--- config.mk ---
export PLATFORM = sky130hd
export DESIGN_NAME = micro_sequencer_flat
export DESIGN_NICKNAME = d
export VERILOG_FILES = /design/src/rtl/micro_sequencer_if.sv /design/src/rtl/micro_sequencer.sv /design/src/flat_wrapper.sv
export SDC_FILE = /design/constraint.sdc
export NUM_CORES = 1
export LEC_CHECK = 0
export BUFFER_PORTS_ARGS = -buffer_cell sky130_fd_sc_hd__buf_2
export CORE_MARGIN = 2
export CORE_UTILIZATION = 47
export DETAILED_ROUTE_END_ITERATION = 8
export GPL_TIMING_DRIVEN = 0
export PLACE_DENSITY_LB_ADDON = 0.1
export SYNTH_ARGS = -nofsm -noshare
export SYNTH_HDL_FRONTEND = slang
export SYNTH_SLANG_ARGS = --single-unit
export TNS_END_PERCENT = 100
--- constraint.sdc ---
create_clock -name MICRO_SEQUENCER_CLOCK_50 -period 2 [get_ports MICRO_SEQUENCER_CLOCK_50]
set_input_delay 0.4 -clock MICRO_SEQUENCER_CLOCK_50 [delete_from_list [all_inputs] [get_ports MICRO_SEQUENCER_CLOCK_50]]
set_output_delay 0.4 -clock MICRO_SEQUENCER_CLOCK_50 [all_outputs]
set_load 0.02 [all_outputs]
--- src/rtl/micro_sequencer_if.sv ---
// -----------------------------------------------------------------------------
// micro_sequencer_if
//
// Bundles the branch-logic/MIR/memory side of the micro-sequencer.
//
//   Toward the sequencer (driven by the master):
//     MICRO_SEQUENCER_Tipo_InBus      next-address select from branch logic
//     MICRO_SEQUENCER_JumpAddr_InBus  MIR jump-address field
//     MICRO_SEQUENCER_IrOp_InBus      {IR[31:30], IR[24:19]} for decode dispatch
//     MICRO_SEQUENCER_MemReq_In       current microinstruction accesses memory
//     MICRO_SEQUENCER_MemReady_In     memory completes the access this cycle
//   From the sequencer (driven by the slave):
//     MICRO_SEQUENCER_CsAddr_OutBus   registered control-store address (microPC)
//     MICRO_SEQUENCER_CsaiAddr_OutBus CsAddr+1, combinational
//     MICRO_SEQUENCER_Stall_Out       microprogram frozen; MIR must not load
//     MICRO_SEQUENCER_State_OutBus    FSM state, for debug
// -----------------------------------------------------------------------------
interface micro_sequencer_if #(
    parameter int unsigned MICRO_SEQUENCER_ADDR = 11,
    parameter int unsigned MICRO_SEQUENCER_TIPO = 2,
    parameter int unsigned MICRO_SEQUENCER_OP   = 8
);
    logic [MICRO_SEQUENCER_TIPO-1:0] MICRO_SEQUENCER_Tipo_InBus;
    logic [MICRO_SEQUENCER_ADDR-1:0] MICRO_SEQUENCER_JumpAddr_InBus;
    logic [MICRO_SEQUENCER_OP-1:0]   MICRO_SEQUENCER_IrOp_InBus;
    logic                            MICRO_SEQUENCER_MemReq_In;
    logic                            MICRO_SEQUENCER_MemReady_In;
    logic [MICRO_SEQUENCER_ADDR-1:0] MICRO_SEQUENCER_CsAddr_OutBus;
    logic [MICRO_SEQUENCER_ADDR-1:0] MICRO_SEQUENCER_CsaiAddr_OutBus;
    logic                            MICRO_SEQUENCER_Stall_Out;
    logic [1:0]                      MICRO_SEQUENCER_State_OutBus;

    // Datapath / branch logic / memory side.
    modport master (
        output MICRO_SEQUENCER_Tipo_InBus,
        output MICRO_SEQUENCER_JumpAddr_InBus,
        output MICRO_SEQUENCER_IrOp_InBus,
        output MICRO_SEQUENCER_MemReq_In,
        output MICRO_SEQUENCER_MemReady_In,
        input  MICRO_SEQUENCER_CsAddr_OutBus,
        input  MICRO_SEQUENCER_CsaiAddr_OutBus,
        input  MICRO_SEQUENCER_Stall_Out,
        input  MICRO_SEQUENCER_State_OutBus
    );

    // The micro-sequencer itself.
    modport slave (
        input  MICRO_SEQUENCER_Tipo_InBus,
        input  MICRO_SEQUENCER_JumpAddr_InBus,
        input  MICRO_SEQUENCER_IrOp_InBus,
        input  MICRO_SEQUENCER_MemReq_In,
        input  MICRO_SEQUENCER_MemReady_In,
        output MICRO_SEQUENCER_CsAddr_OutBus,
        output MICRO_SEQUENCER_CsaiAddr_OutBus,
        output MICRO_SEQUENCER_Stall_Out,
        output MICRO_SEQUENCER_State_OutBus
    );
endinterface

--- src/rtl/micro_sequencer.sv ---
// -----------------------------------------------------------------------------
// micro_sequencer
//
// Holds the microPC (control-store address register) and its CSAI
// incrementer for the microprogrammed ARC datapath. Each cycle the next
// microaddress is chosen by the branch-select code:
//   00 increment, 01 MIR jump field, 10 opcode decode, 11 hold.
// The microprogram is frozen while a memory access is outstanding.
//
// Ports:
//   MICRO_SEQUENCER_CLOCK_50        system clock, rising edge
//   MICRO_SEQUENCER_ResetInHigh_In  asynchronous reset, active-high
//   bus (micro_sequencer_if.slave)  select/jump/opcode/memory inputs,
//                                   microPC, CSAI, stall and debug state outputs
// -----------------------------------------------------------------------------
module micro_sequencer #(
    parameter int unsigned MICRO_SEQUENCER_ADDR = 11,
    parameter int unsigned MICRO_SEQUENCER_TIPO = 2,
    parameter int unsigned MICRO_SEQUENCER_OP   = 8    // must equal ADDR-3
) (
    input  logic                  MICRO_SEQUENCER_CLOCK_50,
    input  logic                  MICRO_SEQUENCER_ResetInHigh_In,
    micro_sequencer_if.slave      bus
);

    typedef enum logic [1:0] {
        ST_RESET    = 2'b00,
        ST_RUN      = 2'b01,
        ST_WAIT_MEM = 2'b10
    } state_e;

    typedef enum logic [1:0] {
        SEL_INC    = 2'b00,
        SEL_JUMP   = 2'b01,
        SEL_DECODE = 2'b10,
        SEL_HOLD   = 2'b11
    } sel_e;

    logic                            clk;
    logic                            rst;
    logic [MICRO_SEQUENCER_TIPO-1:0] tipo;
    logic [MICRO_SEQUENCER_ADDR-1:0] jump_addr;
    logic [MICRO_SEQUENCER_OP-1:0]   ir_op;
    logic                            mem_req;
    logic                            mem_ready;

    state_e                          state_q;
    state_e                          state_d;
    logic [MICRO_SEQUENCER_ADDR-1:0] cs_addr_q;
    logic [MICRO_SEQUENCER_ADDR-1:0] cs_addr_d;

    logic [MICRO_SEQUENCER_ADDR-1:0] csai_addr;
    logic [MICRO_SEQUENCER_ADDR-1:0] decode_addr;
    logic [MICRO_SEQUENCER_ADDR-1:0] next_addr;
    logic                            stall;

    assign clk       = MICRO_SEQUENCER_CLOCK_50;
    assign rst       = MICRO_SEQUENCER_ResetInHigh_In;
    assign tipo      = bus.MICRO_SEQUENCER_Tipo_InBus;
    assign jump_addr = bus.MICRO_SEQUENCER_JumpAddr_InBus;
    assign ir_op     = bus.MICRO_SEQUENCER_IrOp_InBus;
    assign mem_req   = bus.MICRO_SEQUENCER_MemReq_In;
    assign mem_ready = bus.MICRO_SEQUENCER_MemReady_In;

    // CSAI: wraps modulo 2^ADDR, so 2047 increments to 0.
    assign csai_addr = cs_addr_q + MICRO_SEQUENCER_ADDR'(1);

    // Decode region is the upper half of the control store, 4 words per opcode.
    assign decode_addr = {1'b1, ir_op, 2'b00};

    // Candidate next microaddress; only consumed on an updating edge, so the
    // select/jump/opcode inputs are effectively ignored during stall cycles.
    always_comb begin
        next_addr = cs_addr_q;
        case (sel_e'(tipo))
            SEL_INC:    next_addr = csai_addr;
            SEL_JUMP:   next_addr = jump_addr;
            SEL_DECODE: next_addr = decode_addr;
            SEL_HOLD:   next_addr = cs_addr_q;
            default:    next_addr = cs_addr_q;
        endcase
    end

    // State register and microPC.
    always_ff @(posedge clk or posedge rst) begin
        if (rst) begin
            state_q   <= ST_RESET;
            cs_addr_q <= '0;
        end else begin
            state_q   <= state_d;
            cs_addr_q <= cs_addr_d;
        end
    end

    // Next-state and next-microPC.
    always_comb begin
        state_d   = state_q;
        cs_addr_d = cs_addr_q;
        case (state_q)
            ST_RESET: begin
                // microPC stays 0 so microword 0 executes first.
                state_d = ST_RUN;
            end
            ST_RUN: begin
                if (mem_req && !mem_ready) begin
                    state_d = ST_WAIT_MEM;
                end else begin
                    cs_addr_d = next_addr;
                end
            end
            ST_WAIT_MEM: begin
                if (mem_ready) begin
                    state_d   = ST_RUN;
                    cs_addr_d = next_addr;
                end
            end
            default: begin
                // Illegal code 11 recovers to RESET with microPC cleared.
                state_d   = ST_RESET;
                cs_addr_d = '0;
            end
        endcase
    end

    // Outputs.
    always_comb begin
        stall = 1'b0;
        case (state_q)
            ST_RUN:      stall = mem_req && !mem_ready;
            ST_WAIT_MEM: stall = !mem_ready;
            default:     stall = 1'b0;
        endcase
    end

    assign bus.MICRO_SEQUENCER_CsAddr_OutBus   = cs_addr_q;
    assign bus.MICRO_SEQUENCER_CsaiAddr_OutBus = csai_addr;
    assign bus.MICRO_SEQUENCER_Stall_Out       = stall;
    assign bus.MICRO_SEQUENCER_State_OutBus    = state_q;

endmodule

--- src/flat_wrapper.sv ---
// flat-port wrapper written by rule: the top's interface ports become plain ports
module micro_sequencer_flat 
#(
    parameter int unsigned MICRO_SEQUENCER_ADDR = 11,
    parameter int unsigned MICRO_SEQUENCER_TIPO = 2,
    parameter int unsigned MICRO_SEQUENCER_OP   = 8                        
)
  (MICRO_SEQUENCER_CLOCK_50, MICRO_SEQUENCER_ResetInHigh_In, bus_MICRO_SEQUENCER_Tipo_InBus, bus_MICRO_SEQUENCER_JumpAddr_InBus, bus_MICRO_SEQUENCER_IrOp_InBus, bus_MICRO_SEQUENCER_MemReq_In, bus_MICRO_SEQUENCER_MemReady_In, bus_MICRO_SEQUENCER_CsAddr_OutBus, bus_MICRO_SEQUENCER_CsaiAddr_OutBus, bus_MICRO_SEQUENCER_Stall_Out, bus_MICRO_SEQUENCER_State_OutBus);
  micro_sequencer_if #(.MICRO_SEQUENCER_ADDR(MICRO_SEQUENCER_ADDR), .MICRO_SEQUENCER_TIPO(MICRO_SEQUENCER_TIPO), .MICRO_SEQUENCER_OP(MICRO_SEQUENCER_OP)) bus_i ();
  input  logic MICRO_SEQUENCER_CLOCK_50;
  input  logic MICRO_SEQUENCER_ResetInHigh_In;
  input wire logic [$bits(bus_i.MICRO_SEQUENCER_Tipo_InBus)-1:0] bus_MICRO_SEQUENCER_Tipo_InBus;
  input wire logic [$bits(bus_i.MICRO_SEQUENCER_JumpAddr_InBus)-1:0] bus_MICRO_SEQUENCER_JumpAddr_InBus;
  input wire logic [$bits(bus_i.MICRO_SEQUENCER_IrOp_InBus)-1:0] bus_MICRO_SEQUENCER_IrOp_InBus;
  input wire logic [$bits(bus_i.MICRO_SEQUENCER_MemReq_In)-1:0] bus_MICRO_SEQUENCER_MemReq_In;
  input wire logic [$bits(bus_i.MICRO_SEQUENCER_MemReady_In)-1:0] bus_MICRO_SEQUENCER_MemReady_In;
  output wire logic [$bits(bus_i.MICRO_SEQUENCER_CsAddr_OutBus)-1:0] bus_MICRO_SEQUENCER_CsAddr_OutBus;
  output wire logic [$bits(bus_i.MICRO_SEQUENCER_CsaiAddr_OutBus)-1:0] bus_MICRO_SEQUENCER_CsaiAddr_OutBus;
  output wire logic [$bits(bus_i.MICRO_SEQUENCER_Stall_Out)-1:0] bus_MICRO_SEQUENCER_Stall_Out;
  output wire logic [$bits(bus_i.MICRO_SEQUENCER_State_OutBus)-1:0] bus_MICRO_SEQUENCER_State_OutBus;
  assign bus_i.MICRO_SEQUENCER_Tipo_InBus = bus_MICRO_SEQUENCER_Tipo_InBus;
  assign bus_i.MICRO_SEQUENCER_JumpAddr_InBus = bus_MICRO_SEQUENCER_JumpAddr_InBus;
  assign bus_i.MICRO_SEQUENCER_IrOp_InBus = bus_MICRO_SEQUENCER_IrOp_InBus;
  assign bus_i.MICRO_SEQUENCER_MemReq_In = bus_MICRO_SEQUENCER_MemReq_In;
  assign bus_i.MICRO_SEQUENCER_MemReady_In = bus_MICRO_SEQUENCER_MemReady_In;
  assign bus_MICRO_SEQUENCER_CsAddr_OutBus = bus_i.MICRO_SEQUENCER_CsAddr_OutBus;
  assign bus_MICRO_SEQUENCER_CsaiAddr_OutBus = bus_i.MICRO_SEQUENCER_CsaiAddr_OutBus;
  assign bus_MICRO_SEQUENCER_Stall_Out = bus_i.MICRO_SEQUENCER_Stall_Out;
  assign bus_MICRO_SEQUENCER_State_OutBus = bus_i.MICRO_SEQUENCER_State_OutBus;
  micro_sequencer #(.MICRO_SEQUENCER_ADDR(MICRO_SEQUENCER_ADDR), .MICRO_SEQUENCER_TIPO(MICRO_SEQUENCER_TIPO), .MICRO_SEQUENCER_OP(MICRO_SEQUENCER_OP)) u_core (.MICRO_SEQUENCER_CLOCK_50(MICRO_SEQUENCER_CLOCK_50), .MICRO_SEQUENCER_ResetInHigh_In(MICRO_SEQUENCER_ResetInHigh_In), .bus(bus_i));
endmodule
=== After elaboration in Yosys (flattened, before gate mapping) ===
Cells that the tools add are included.

* $add $sub $neg: 1
* Equality and inequality tests: 8
* Multiplexer cells: 8
* Bitwise logic cells: 1
* Reductions and logical operators: 6

{| class="wikitable"
|+ Operators with widths
! cell !! number
|-
| 11-bit case mux with 4 select lines || 1
|-
| 11-bit case mux with 3 select lines || 1
|-
| 11-bit two-way mux || 2
|-
| 11-bit by 1-bit adder with 11-bit output (second input constant) || 1
|-
| 2-bit == test (second input constant) || 3
|-
| 2-bit case mux with 3 select lines || 1
|-
| 2-bit by 1-bit == test with 1-bit output (second input constant) || 2
|-
| 2-bit logical NOT || 2
|-
| 2-bit two-way mux || 2
|-
| 2-bit != test (second input constant) || 2
|-
| 3-bit AND reduction || 1
|-
| 2-bit by 1-bit != test with 1-bit output (second input constant) || 1
|-
| 1-bit case mux with 2 select lines || 1
|-
| 2-bit AND reduction || 1
|-
| 1-bit logical AND || 1
|-
| 1-bit logical NOT || 1
|-
| 1-bit NOT || 1
|}

* Register bits after elaboration: 13
* Input port bits: 25
* Output and inout bits: 25
* Word-level logic and storage cells: 26

=== Logic depth before layout (Yosys ltp) ===
Gate-level depths: netlist of run 1.

* Depth after elaboration: 4
* Mapped depth: 7
* Mapped depth without buffers: 6

=== Least setup slack after synthesis of run 1 ===
No wires, ideal clock.

* Kind: register -> output
* From: register u_core.cs_addr_q[3] (netlist: u_core.bus.MICRO_SEQUENCER_CsAddr_OutBus[3])
* To: output port bus_MICRO_SEQUENCER_CsaiAddr_OutBus[9]
* Data arrival time: 1.625 ns
* Required time: 1.600 ns
* Setup slack: -0.025 ns
* Cell stages (with the launch flop): 5
* Buffers on the path: 1
* Cell sequence: dfrtp_1 > buf_2 > nand2_1 > or4_4 > xnor2_1

* Word-level cells in the longest chain between the ends: 1

{| class="wikitable"
|+ RTL lines
! item !! line !! text
|-
| from (decl) || micro_sequencer.sv:49 || <nowiki>logic [MICRO_SEQUENCER_ADDR-1:0] cs_addr_q;</nowiki>
|-
| from (signal assigned) || micro_sequencer.sv:91 || <nowiki>cs_addr_q <= cs_addr_d;</nowiki>
|-
| 11-bit by 1-bit adder with 11-bit output || micro_sequencer.sv:66 || <nowiki>assign csai_addr = cs_addr_q + MICRO_SEQUENCER_ADDR'(1);</nowiki>
|-
| to (decl) || flat_wrapper.sv:18 || <nowiki>output wire logic [$bits(bus_i.MICRO_SEQUENCER_CsaiAddr_OutBus)-1:0] bus_MICRO_SEQUENCER_CsaiAddr_OutBus;</nowiki>
|}

Every way passes these cells.

=== Worst setup path in the final report of run 1 ===
* From: register u_core.cs_addr_q[1] (netlist: u_core.bus.MICRO_SEQUENCER_CsAddr_OutBus[1])
* To: output port bus_MICRO_SEQUENCER_CsaiAddr_OutBus[6]

The elaborated chain is that of the path after synthesis.

==> metrics.txt, run 1 <==
met3 WL=around 270 µm; cell family with most CP delay=flip-flops; via count=1396; Clock Sinks=13; PD cells=1500 nW/µm²; share of layout cells above drive strength 1=52.2%; placed cell count=about 210; clk buf depth=2; Rel. slew slack=59.2%; Layout Nets=236; number of flops mapped to enable cells by yosys=0; unrepaired setup endpoints after global routing=true; CTS clk-pin slew, worst paths=100 ps; site row count=17; final hold vios=0; Root Buffer=clkbuf_4; failing checks=setup timing; depth of the most critical reg-to-reg path=6; Setup Viol. Count Final=6; full die area=about 2800 µm²; Total Wirelength=approximately 4000 µm; r2r startpoint=u_core.bus.MICRO_SEQUENCER_State_OutBus[1]$_DFFE_PP0P_; syn avg cell area=between 8 and 9 µm²; leak pwr=0.924 nW; Slew Limit Fails=0; maximum clock frequency=475 MHz; routed len/inst=17.4 µm; Diodes inserted=0; CTS HTree Levels=1; WP data required=approximately 1600 ps; # port buffers=49; VDD IR max=~1.4 mV; worst setup margin=-104 ps; met2 wire len=2050 µm; DR iter-0 viols=44; Arrival @ worst endpoint=between 1500 and 2000 ps; CTS tree=built; first-pass GRT wire length=~6100 µm; Final Util=between 70% and 80%; post-route clock period utilization=105%; Total GRT Usage=30.9%; clk_skew=8.87 ps; PnR Total Power=2.65 mW; die width=52.8 µm; final antenna-violating net count=0; status=complete, but fails checks; CP Class=reg -> out; Period minus WS final=2100 ps; Netlist cell types=43; Clock Latency Late Sink=300 ps; DRT met1 WL=1590 µm; RePlAce Congestion=0.825; Num CTS Buffers=3; top post-synthesis cells by area=dfrtp_1 (29%), ha_1 (7.8%), a221oi_1 (6.3%), nand2_1 (4.7%), o21ai_0 (3.6%); gr ovfl total=0; Syn. warnings=0; CP Launch Type=register; max-cap violations=0; crit path cell chain=buf_12 -> ha_4 -> nand3_4 -> o21ai_0 -> nand2_2 -> buf_6; design area=1770 µm²; cell area after placement=approximately 1400 µm²; vias in the first global route=approximately 1300; r2r endpoint=u_core.bus.MICRO_SEQUENCER_CsAddr_OutBus[8]$_DFFE_PP0P_; drt first pass iters=4; area growth from synthesis to layout=57.9%; # IOs=50; Initial Utilization=50.1%; CP endpoint kind=primary output; Least-Margin Pin Slew=612 ps; reg-to-reg setup timing slack=60 ps; vias per cell=6.04; largest net degree at the start of global routing=14; crit-path max cell delay=440 ps; CP Max Fanout=7; dpl hpwl=about 2500 µm; post-synth top area share=29.1%; Die Span Y=52.8 µm; # DRC=0; syn nets=~160; Crit-path slowest cell=dfrtp_1; Hold WC Path Type=in -> async; cts hold-fix bufs=0; Buffers & Inverters on Critical Path=2; post-synth top area cell=dfrtp_1; Post-Layout Cell Count=231; Mapped Area=1120 µm²; post-synthesis sequential area ratio=29.1%; core area=~2200 µm²; top layer in use=met4; register bit total from synthesis=13; initial antenna violation count=0; Main synth FF type=dfrtp_1; Syn Inst Count=131; FFs w/ async S/R, synth=100%
[what timing repair did]
| item | in CTS | in global routing |
|---|---|---|
| buffers inserted | 15 | 5 |
| gates resized for setup | 22 | 23 |
| setup endpoints to repair | 11 | 16 |
| pin swaps | 6 | 6 |
[metal layers]
metal  global-route usage, %  vias up
met3                    4.29       11
met2                    53.1       74
li1                        -      638
met1                    36.8      673
met5                       0        -
met4                    16.2        0
[worst max-delay path by stage]
stage                                                       startpoint                                                      end  slack [ps]  cells after the start
2_1_floorplan  u_core.bus.MICRO_SEQUENCER_CsAddr_OutBus[1]$_DFFE_PP0P_                  bus_MICRO_SEQUENCER_CsaiAddr_OutBus[10]           1                      4
3_3_place_gp    u_core.bus.MICRO_SEQUENCER_State_OutBus[0]$_DFFE_PP0P_  u_core.bus.MICRO_SEQUENCER_CsAddr_OutBus[8]$_DFFE_PP0P_        -100                      6
3_5_place_dp    u_core.bus.MICRO_SEQUENCER_State_OutBus[0]$_DFFE_PP0P_  u_core.bus.MICRO_SEQUENCER_CsAddr_OutBus[8]$_DFFE_PP0P_        -160                      6
4_1_cts        u_core.bus.MICRO_SEQUENCER_CsAddr_OutBus[1]$_DFFE_PP0P_                   bus_MICRO_SEQUENCER_CsaiAddr_OutBus[9]         -80                      4
5_1_grt        u_core.bus.MICRO_SEQUENCER_CsAddr_OutBus[1]$_DFFE_PP0P_                   bus_MICRO_SEQUENCER_CsaiAddr_OutBus[6]        -150                      6
6_report       u_core.bus.MICRO_SEQUENCER_CsAddr_OutBus[1]$_DFFE_PP0P_                   bus_MICRO_SEQUENCER_CsaiAddr_OutBus[6]        -100                      6
[cell type report]
| class | count | area (µm²) |
|---|---|---|
| Multi-Input combinational cell | 100 | 850 |
| Fill cell | 148 | 467 |
| Timing Repair Buffer | 69 | 438 |
| Sequential cell | 13 | 332 |
| Buffer | 7 | 48.8 |
| Inverter | 10 | 37.5 |
| Tap cell | 28 | 35.0 |
| Clock buffer | 4 | 26.3 |
[Yosys cell counts, drive strengths merged, types with 2 or more instances]
cell type and count:
xor2 3, ha 7, nand3 4, or3 2
a22o 3, nor3 3, a21o 4, nor2 7
a221o 2, clkbuf 5, a21oi 4, or4 2
o21a 2, o31ai 2, o41ai 2, nand2 15
xnor2 4, a211oi 3, dfrtp 13, a221oi 8
inv 10, buf 3, o21ai 9
[flip-flops by register name, indices dropped and copies added (netlist names)]
register	cells
u_core.bus.MICRO_SEQUENCER_CsAddr_OutBus	11
u_core.bus.MICRO_SEQUENCER_State_OutBus	2
[cells in the final DEF (no fill, tap or decap), types with 5 or more instances in the layout]
cell type  instances
buf_6              5
dfrtp_1            8
inv_1              8
a221oi_1           7
buf_4             26
buf_2             40
clkbuf_1           5
nand2_1           11
nor2_1             7
dfrtp_2            5
o21ai_0            8
[stage by stage]
step           setup TNS [ps]  setup WS [ps]  hold WS [ps]
5_1_grt                  -769           -145           191
6_report                 -398           -104           137
4_1_cts                  -216          -75.9           162
3_5_place_dp             -356           -161           486
2_1_floorplan               0          0.999           277
3_3_place_gp             -157          -98.8           471
[logic make-up after synthesis]
family,share of synthesized area (%)
simple gates,18.1
flops,29.1
xor+xnor,5.48
compound gates,32.6
fa+ha+maj,7.83
buf+inv,6.94
[worst register-to-register path: cells and delay by family (launching register included)]
kind | cells | cell delay [ps]
compound gates | 4 | 1190
fa+ha+maj | 1 | 160
buf+inv | 1 | 80
flops | 1 | 420
[where the power goes]
part / internal, mW / total (mW) / leakage [nW] / switching [mW]
sequential: 0.389 / 0.534 / 0.165 / 0.145
clock: 0.0778 / 0.186 / 0.0150 / 0.108
combinational: 0.843 / 1.93 / 0.743 / 1.09
(Power assumes the default switching activity.)
==> inputs of run 2 (changes only) <==
--- a/config.mk
+++ b/config.mk
@@ -7,10 +7,12 @@
 export LEC_CHECK = 0
 export BUFFER_PORTS_ARGS = -buffer_cell sky130_fd_sc_hd__buf_2
 export CORE_MARGIN = 2
-export CORE_UTILIZATION = 47
+export CORE_UTILIZATION = 48
+export CTS_BUF_LIST = sky130_fd_sc_hd__clkbuf_8
 export DETAILED_ROUTE_END_ITERATION = 8
 export GPL_TIMING_DRIVEN = 0
 export PLACE_DENSITY_LB_ADDON = 0.1
+export RECOVER_POWER = 25
 export SYNTH_ARGS = -nofsm -noshare
 export SYNTH_HDL_FRONTEND = slang
 export SYNTH_SLANG_ARGS = --single-unit
==> constraint.sdc (replaced) <==
create_clock -name MICRO_SEQUENCER_CLOCK_50 -period 2.37 [get_ports MICRO_SEQUENCER_CLOCK_50]
set_input_delay 0.474 -clock MICRO_SEQUENCER_CLOCK_50 [delete_from_list [all_inputs] [get_ports MICRO_SEQUENCER_CLOCK_50]]
set_output_delay 0.474 -clock MICRO_SEQUENCER_CLOCK_50 [all_outputs]
set_load 0.02 [all_outputs]
==> run 2 against run 1 <==
Compared with the run above:
- the run now ends clean
- power shrank 30%
- final area shrank 17%
- first-iteration DRC count shrank 32%
- die area shrank 1.9%
- sequential share of layout area grew 3.5 points
- critical endpoint is now bus_MICRO_SEQUENCER_CsaiAddr_OutBus[9]
==> metrics.txt, run 2 (synthesis gave the netlist of run 1 again) <==
status=complete, no violations (was complete, but fails checks); crit path cell chain=buf_2 -> nand2_1 -> or4_4 -> xnor2_1 -> buf_2 (was buf_12 -> ha_4 -> nand3_4 -> o21ai_0 -> nand2_2 -> buf_6); Clock Latency Late Sink=250 ps (was 300 ps); Least-Margin Pin Slew=777 ps (was 612 ps); most frequent cells in the layout=buf_2 (51), nand2_1 (14), dfrtp_1 (13) (was buf_2 (40), buf_4 (26), nand2_1 (11)); CP endpoint kind=primary output (unchanged); Hold WC Path Type=in -> async (unchanged); Setup Viol. Count Final=0 (was 6); Total Wirelength=3010 µm (was 4020 µm); vias in the first global route=1086 (was 1320); most common cell after layout, fill and taps aside=buf_2 (unchanged); # DRC=0 (unchanged); share of layout cells above drive strength 1=35.3% (was 52.2%); reg-to-reg setup timing slack=230 ps (was 60 ps); drt first pass iters=4 (unchanged); Layout Nets=217 (was 236); initial antenna violation count=0 (unchanged); gr ovfl total=0 (unchanged); Period minus WS final=2250 ps; die width=52.3 µm (was 52.8 µm); dpl hpwl=2340 µm (was 2520 µm); # IOs=50 (unchanged); via count=1195 (was 1396); Initial Utilization=50.6% (was 50.1%); CP Max Fanout=7 (unchanged); setup bufs post-CTS=0 (was 15); vias per cell=5.64 (was 6.04); Num CTS Buffers=3 (unchanged); CP Launch Type=register (unchanged); unrepaired setup endpoints after global routing=false (was true); first-pass GRT wire length=4800 µm (was 6130 µm); VDD IR max=1.03 mV (was 1.43 mV); CTS clk-pin slew, worst paths=60 ps (was 100 ps); final antenna-violating net count=0 (unchanged); post-route clock period utilization=between 90% and 100%; clk buf depth=2 (unchanged); clk_skew=8.98 ps (was 8.87 ps); RePlAce Congestion=0.838 (was 0.825); Diodes inserted=0 (unchanged); largest net degree at the start of global routing=14 (unchanged); DR iter-0 viols=30 (was 44); GR Util met1=31.9% (was 36.8%); Post-Layout Cell Count=212 (was 231); WP data required=1900 ps (was 1600 ps); CTS HTree Levels=1 (unchanged); leak pwr=0.751 nW (was 0.924 nW); PD cells=1260 nW/µm² (was 1500 nW/µm²); final hold vios=0 (unchanged); placed cell count=208 (unchanged); CTS tree=built (unchanged); max-cap violations=0 (unchanged); core area=2210 µm² (was 2230 µm²); CP Class=reg -> out (unchanged); site row count=17 (unchanged); routed len/inst=14.2 µm (was 17.4 µm); met2 Use GR=40.3% (was 53.1%); Die Span Y=52.3 µm (was 52.8 µm); Clock Sinks=13 (unchanged); # port buffers=49 (unchanged); Root Buffer=clkbuf_8 (was clkbuf_4); Arrival @ worst endpoint=1770 ps (was 1700 ps); # fillers=196 (was 148); area growth from synthesis to layout=30.6% (was 57.9%); max reg flops=11 (unchanged); maximum clock frequency=approximately 450 MHz; Slew Limit Fails=0 (unchanged); met3 GRT Util=2.57% (was 4.29%); Total GRT Usage=23.6% (was 30.9%); Crit-path slowest cell=or4_4 (was dfrtp_1); Rel. slew slack=48.2% (was 59.2%); crit-path max cell delay=540 ps (was 440 ps); full die area=2730 µm² (was 2790 µm²); most frequent CP cell=buf_2; final setup TNS=0 ps (was -398 ps); layer with the highest usage=met2 (unchanged)
run 2: through the flow:
| step | hold slack (ps) | cell area, µm² | utilization (%) | worst slack (ps) | total power [mW] |
|---|---|---|---|---|---|
| after floorplan | 351 | 1120 | - | 271 | 1.29 |
| after global placement | 535 | 1400 | 63.2 | 282 | 1.61 |
| after detailed placement | 549 | 1400 | 63.2 | 251 | 1.65 |
| after CTS | 283 | 1440 | 65.3 | 44.4 | 1.84 |
| after global routing | 309 | 1460 | 66.1 | 19.1 | 1.99 |
| final | 245 | 1460 | 66.1 | 124 | 1.85 |
run 2: final timing paths:
kind | from | end | depth (start not counted)
setup / recovery | u_core.bus.MICRO_SEQUENCER_CsAddr_OutBus[3]$_DFFE_PP0P_ | bus_MICRO_SEQUENCER_CsaiAddr_OutBus[9] | 5
hold / removal | MICRO_SEQUENCER_ResetInHigh_In | u_core.bus.MICRO_SEQUENCER_CsAddr_OutBus[1]$_DFFE_PP0P_ | 2
setup reg to reg | u_core.bus.MICRO_SEQUENCER_State_OutBus[0]$_DFFE_PP0P_ | u_core.bus.MICRO_SEQUENCER_CsAddr_OutBus[8]$_DFFE_PP0P_ | 6
hold reg to reg | u_core.bus.MICRO_SEQUENCER_CsAddr_OutBus[10]$_DFFE_PP0P_ | u_core.bus.MICRO_SEQUENCER_CsAddr_OutBus[10]$_DFFE_PP0P_ | 1
max in group asynchronous | MICRO_SEQUENCER_ResetInHigh_In | u_core.bus.MICRO_SEQUENCER_State_OutBus[0]$_DFFE_PP0P_ | 2
min in group MICRO_SEQUENCER_CLOCK_50 | bus_MICRO_SEQUENCER_MemReq_In | u_core.bus.MICRO_SEQUENCER_State_OutBus[1]$_DFFE_PP0P_ | 3
run 2: layer usage:
metal / routed length [µm] / vias up
li1: - / 595
met1: 1370 / 555
met2: 1460 / 43
met3: 158 / 2
met4: 19 / 0
met5: 0 / -
run 2: what timing repair did:
item | CTS | global route
hold buffers | 0 | 0
endpoints found under the setup margin | 0 | 3
gates resized for setup | 0 | 3
hold endpoints to repair | 0 | 0
run 2: critical path: cells and delay by family, from the launching register on:
family	cells	cell delay, ps
and+or+nand+nor	2	640
DFF	1	330
buffers and inverters	2	390
xor gates and xnor gates	1	160
run 2: final cells by class:
cell class / instances / area (µm²) / area share [%]
well taps: 28 / 35.0 / 2.40
inverters: 10 / 37.5 / 2.57
plain buffers: 8 / 40.0 / 2.74
clock inverters: 1 / 3.75 / 0.257
multi-input cells: 100 / 733 / 50.2
flip-flops and latches: 13 / 325 / 22.3
clock buffers: 3 / 41.3 / 2.83
repair buffers: 49 / 245 / 16.8
run 2: report_power, final:
part	leakage (nW)	total [mW]	switching (mW)	internal, mW
Combinational	0.552	1.20	0.740	0.464
Sequential	0.172	0.443	0.121	0.322
Clock	0.0269	0.200	0.0858	0.115
Total	0.751	1.85	0.946	0.901
==> inputs of run 3 (changes only) <==
--- a/config.mk
+++ b/config.mk
@@ -13,6 +13,8 @@
 export GPL_TIMING_DRIVEN = 0
 export PLACE_DENSITY_LB_ADDON = 0.1
 export RECOVER_POWER = 25
+export REMOVE_ABC_BUFFERS = 1
+export SETUP_SLACK_MARGIN = 0.15
 export SYNTH_ARGS = -nofsm -noshare
 export SYNTH_HDL_FRONTEND = slang
 export SYNTH_SLANG_ARGS = --single-unit
==> run 3 against run 2 <==
Compared with the run above:
- clock skew down 5.8 ps
- hold slack better by 17 ps
- clock power down 3%
- combinational power down 6%
- die area unchanged
- critical path depth unchanged
- critical endpoint is now bus_MICRO_SEQUENCER_CsaiAddr_OutBus[6]
==> metrics.txt, run 3 (synthesis gave the netlist of run 1 again) <==
status=complete, no violations (unchanged); most frequent cells in the layout=buf_2 (49), nand2_1 (14), inv_1 (11) (was buf_2 (51), nand2_1 (14), dfrtp_1 (13)); pre-CTS setup slack=230 ps (was 251 ps); dpl hpwl=2110 µm (was 2340 µm); share of layout cells above drive strength 1=38.6% (was 35.3%); crit-path max cell delay=410 ps (was 540 ps); leak pwr=0.724 nW (was 0.751 nW); Total Wirelength=2860 µm (was 3010 µm); Total GRT Usage=22.2% (was 23.6%); vias in the first global route=1066 (was 1086); first-pass GRT wire length=4600 µm (was 4800 µm); maximum clock frequency=460 MHz (was 445 MHz); gr ovfl total=0 (unchanged); # IOs=50 (unchanged); # port buffers=49 (unchanged); cts hold-fix bufs=0 (unchanged); Rel. slew slack=53.8% (was 48.2%); Period minus WS final=2170 ps (was 2250 ps); via count=1185 (was 1195); Root Buffer=clkbuf_8 (unchanged); Die Span Y=52.3 µm (unchanged); Arrival @ worst endpoint=1700 ps (was 1770 ps); Diodes inserted=0 (unchanged); RePlAce Congestion=0.796 (was 0.838); CP Max Fanout=9 (was 7); clk buf depth=2 (unchanged); CTS clk-pin slew, worst paths=60 ps (about the same); # DRC=0 (unchanged); DR iter-0 viols=15 (was 30); Setup Viol. Count Final=0 (unchanged); worst setup margin=198 ps (was 124 ps); CP Class=reg -> out (unchanged); Layout Nets=209 (was 217); CP endpoint kind=primary output (unchanged); unrepaired setup endpoints after global routing=true (was false); full die area=2730 µm² (unchanged); die width=52.3 µm (unchanged); Clock Sinks=13 (unchanged); CTS tree=built (unchanged); core area=2210 µm² (unchanged); final antenna-violating net count=0 (unchanged); max reg flops=11 (unchanged); Num CTS Buffers=3 (unchanged); setup bufs post-CTS=0 (unchanged); Slew Limit Fails=0 (unchanged); Hold WC Path Type=in -> async (unchanged); vias per cell=5.81 (was 5.64); Buffers & Inverters on Critical Path=1 (was 2); Worst Hold Slack=262 ps (was 245 ps); cell family with most CP delay=simple AND/OR/NAND/NOR gates (unchanged); crit path cell chain=ha_2 -> nand3_4 -> or3_1 -> nand2_1 -> buf_2 (was buf_2 -> nand2_1 -> or4_4 -> xnor2_1 -> buf_2); Final Util=64.9% (was 66.1%); final setup TNS=0 ps (unchanged); WP data required=1900 ps (about the same); drt first pass iters=4 (unchanged); CP Launch Type=register (unchanged); clk_skew=3.20 ps (was 8.98 ps); post-route clock period utilization=91.6% (was 94.8%); Initial Utilization=50.6% (unchanged); Crit-path slowest cell=dfrtp_1 (was or4_4); PD cells=1260 nW/µm² (about the same); routed len/inst=14.0 µm (was 14.2 µm); final hold vios=0 (unchanged); area growth from synthesis to layout=28.3% (was 30.6%); VDD IR max=0.878 mV (was 1.03 mV); most common cell after layout, fill and taps aside=buf_2 (unchanged); initial antenna violation count=0 (unchanged); largest net degree at the start of global routing=24 (was 14); CTS HTree Levels=1 (unchanged); max-cap violations=0 (unchanged); Clock Latency Late Sink=240 ps (was 250 ps); Least-Margin Pin Slew=693 ps (was 777 ps); site row count=17 (unchanged)
[run 3: cell types whose count changed in the layout (fill, tap and decap cells not counted), sizes merged]
cell and change:
buf -3, clkbuf -5
[run 3: worst reg2reg max path: cells and delay by family, from the launching register on]
kind / cells / cell delay (ps)
and+or+nand+nor: 1 / 340
adders and majority gates: 1 / 230
AOI/OAI and AO/OA: 3 / 1020
buffers and inverters: 1 / 80
DFF: 1 / 390
[run 3: path summary, 6_finish.rpt]
| check | start | end | slack, ps | depth (start not counted) |
|---|---|---|---|---|
| max reg2reg | u_core.bus.MICRO_SEQUENCER_State_OutBus[0]$_DFFE_PP0P_ | u_core.bus.MICRO_SEQUENCER_CsAddr_OutBus[7]$_DFFE_PP0P_ | 260 | 6 |
| min reg2reg | u_core.bus.MICRO_SEQUENCER_CsAddr_OutBus[1]$_DFFE_PP0P_ | u_core.bus.MICRO_SEQUENCER_CsAddr_OutBus[1]$_DFFE_PP0P_ | 570 | 2 |
| min | MICRO_SEQUENCER_ResetInHigh_In | u_core.bus.MICRO_SEQUENCER_CsAddr_OutBus[5]$_DFFE_PP0P_ | 260 | 2 |
| min in group MICRO_SEQUENCER_CLOCK_50 | bus_MICRO_SEQUENCER_MemReq_In | u_core.bus.MICRO_SEQUENCER_State_OutBus[0]$_DFFE_PP0P_ | 550 | 4 |
| max in group asynchronous | MICRO_SEQUENCER_ResetInHigh_In | u_core.bus.MICRO_SEQUENCER_CsAddr_OutBus[2]$_DFFE_PP0P_ | 1720 | 2 |
| max | u_core.bus.MICRO_SEQUENCER_CsAddr_OutBus[0]$_DFFE_PP0P_ | bus_MICRO_SEQUENCER_CsaiAddr_OutBus[6] | 200 | 5 |
[run 3: through the flow]
stage | std cells | cell area [µm²] | power [mW]
3_3_place_gp | 200 | 1360 | 1.55
2_1_floorplan | 123 | 1080 | 1.24
5_1_grt | 204 | 1440 | 1.95
3_5_place_dp | 200 | 1360 | 1.59
6_report | 204 | 1440 | 1.81
4_1_cts | 204 | 1420 | 1.79
[run 3: where the power goes]
group	internal, mW	total, mW	switching, mW
Combinational	0.439	1.13	0.692
Sequential	0.327	0.481	0.154
Clock	0.114	0.195	0.0809
Total	0.880	1.81	0.927
[run 3: metal layers]
| layer | part of all wire, % | vias to the layer above | GRT usage (%) |
|---|---|---|---|
| met3 | 5.3 | 4 | 3.71 |
| li1 | - | 585 | - |
| met4 | 1.3 | 0 | 7.69 |
| met2 | 50 | 41 | 39.0 |
| met5 | 0 | - | 0 |
| met1 | 43 | 555 | 27.1 |
[run 3: timing repair]
action / in CTS / in global routing
resized for setup: 3 / 6
endpoints found under the setup margin: 3 / 9
hold endpoints to repair: 0 / 0
[run 3: area by class of cell]
cell class / count / area, µm²
multi-input combinational: 100 / 743
fill: 197 / 777
sequential: 13 / 329
clock inverter: 1 / 3.75
inverter: 10 / 37.5
clock buffer: 3 / 41.3
tap: 28 / 35.0
timing repair buffer: 49 / 245
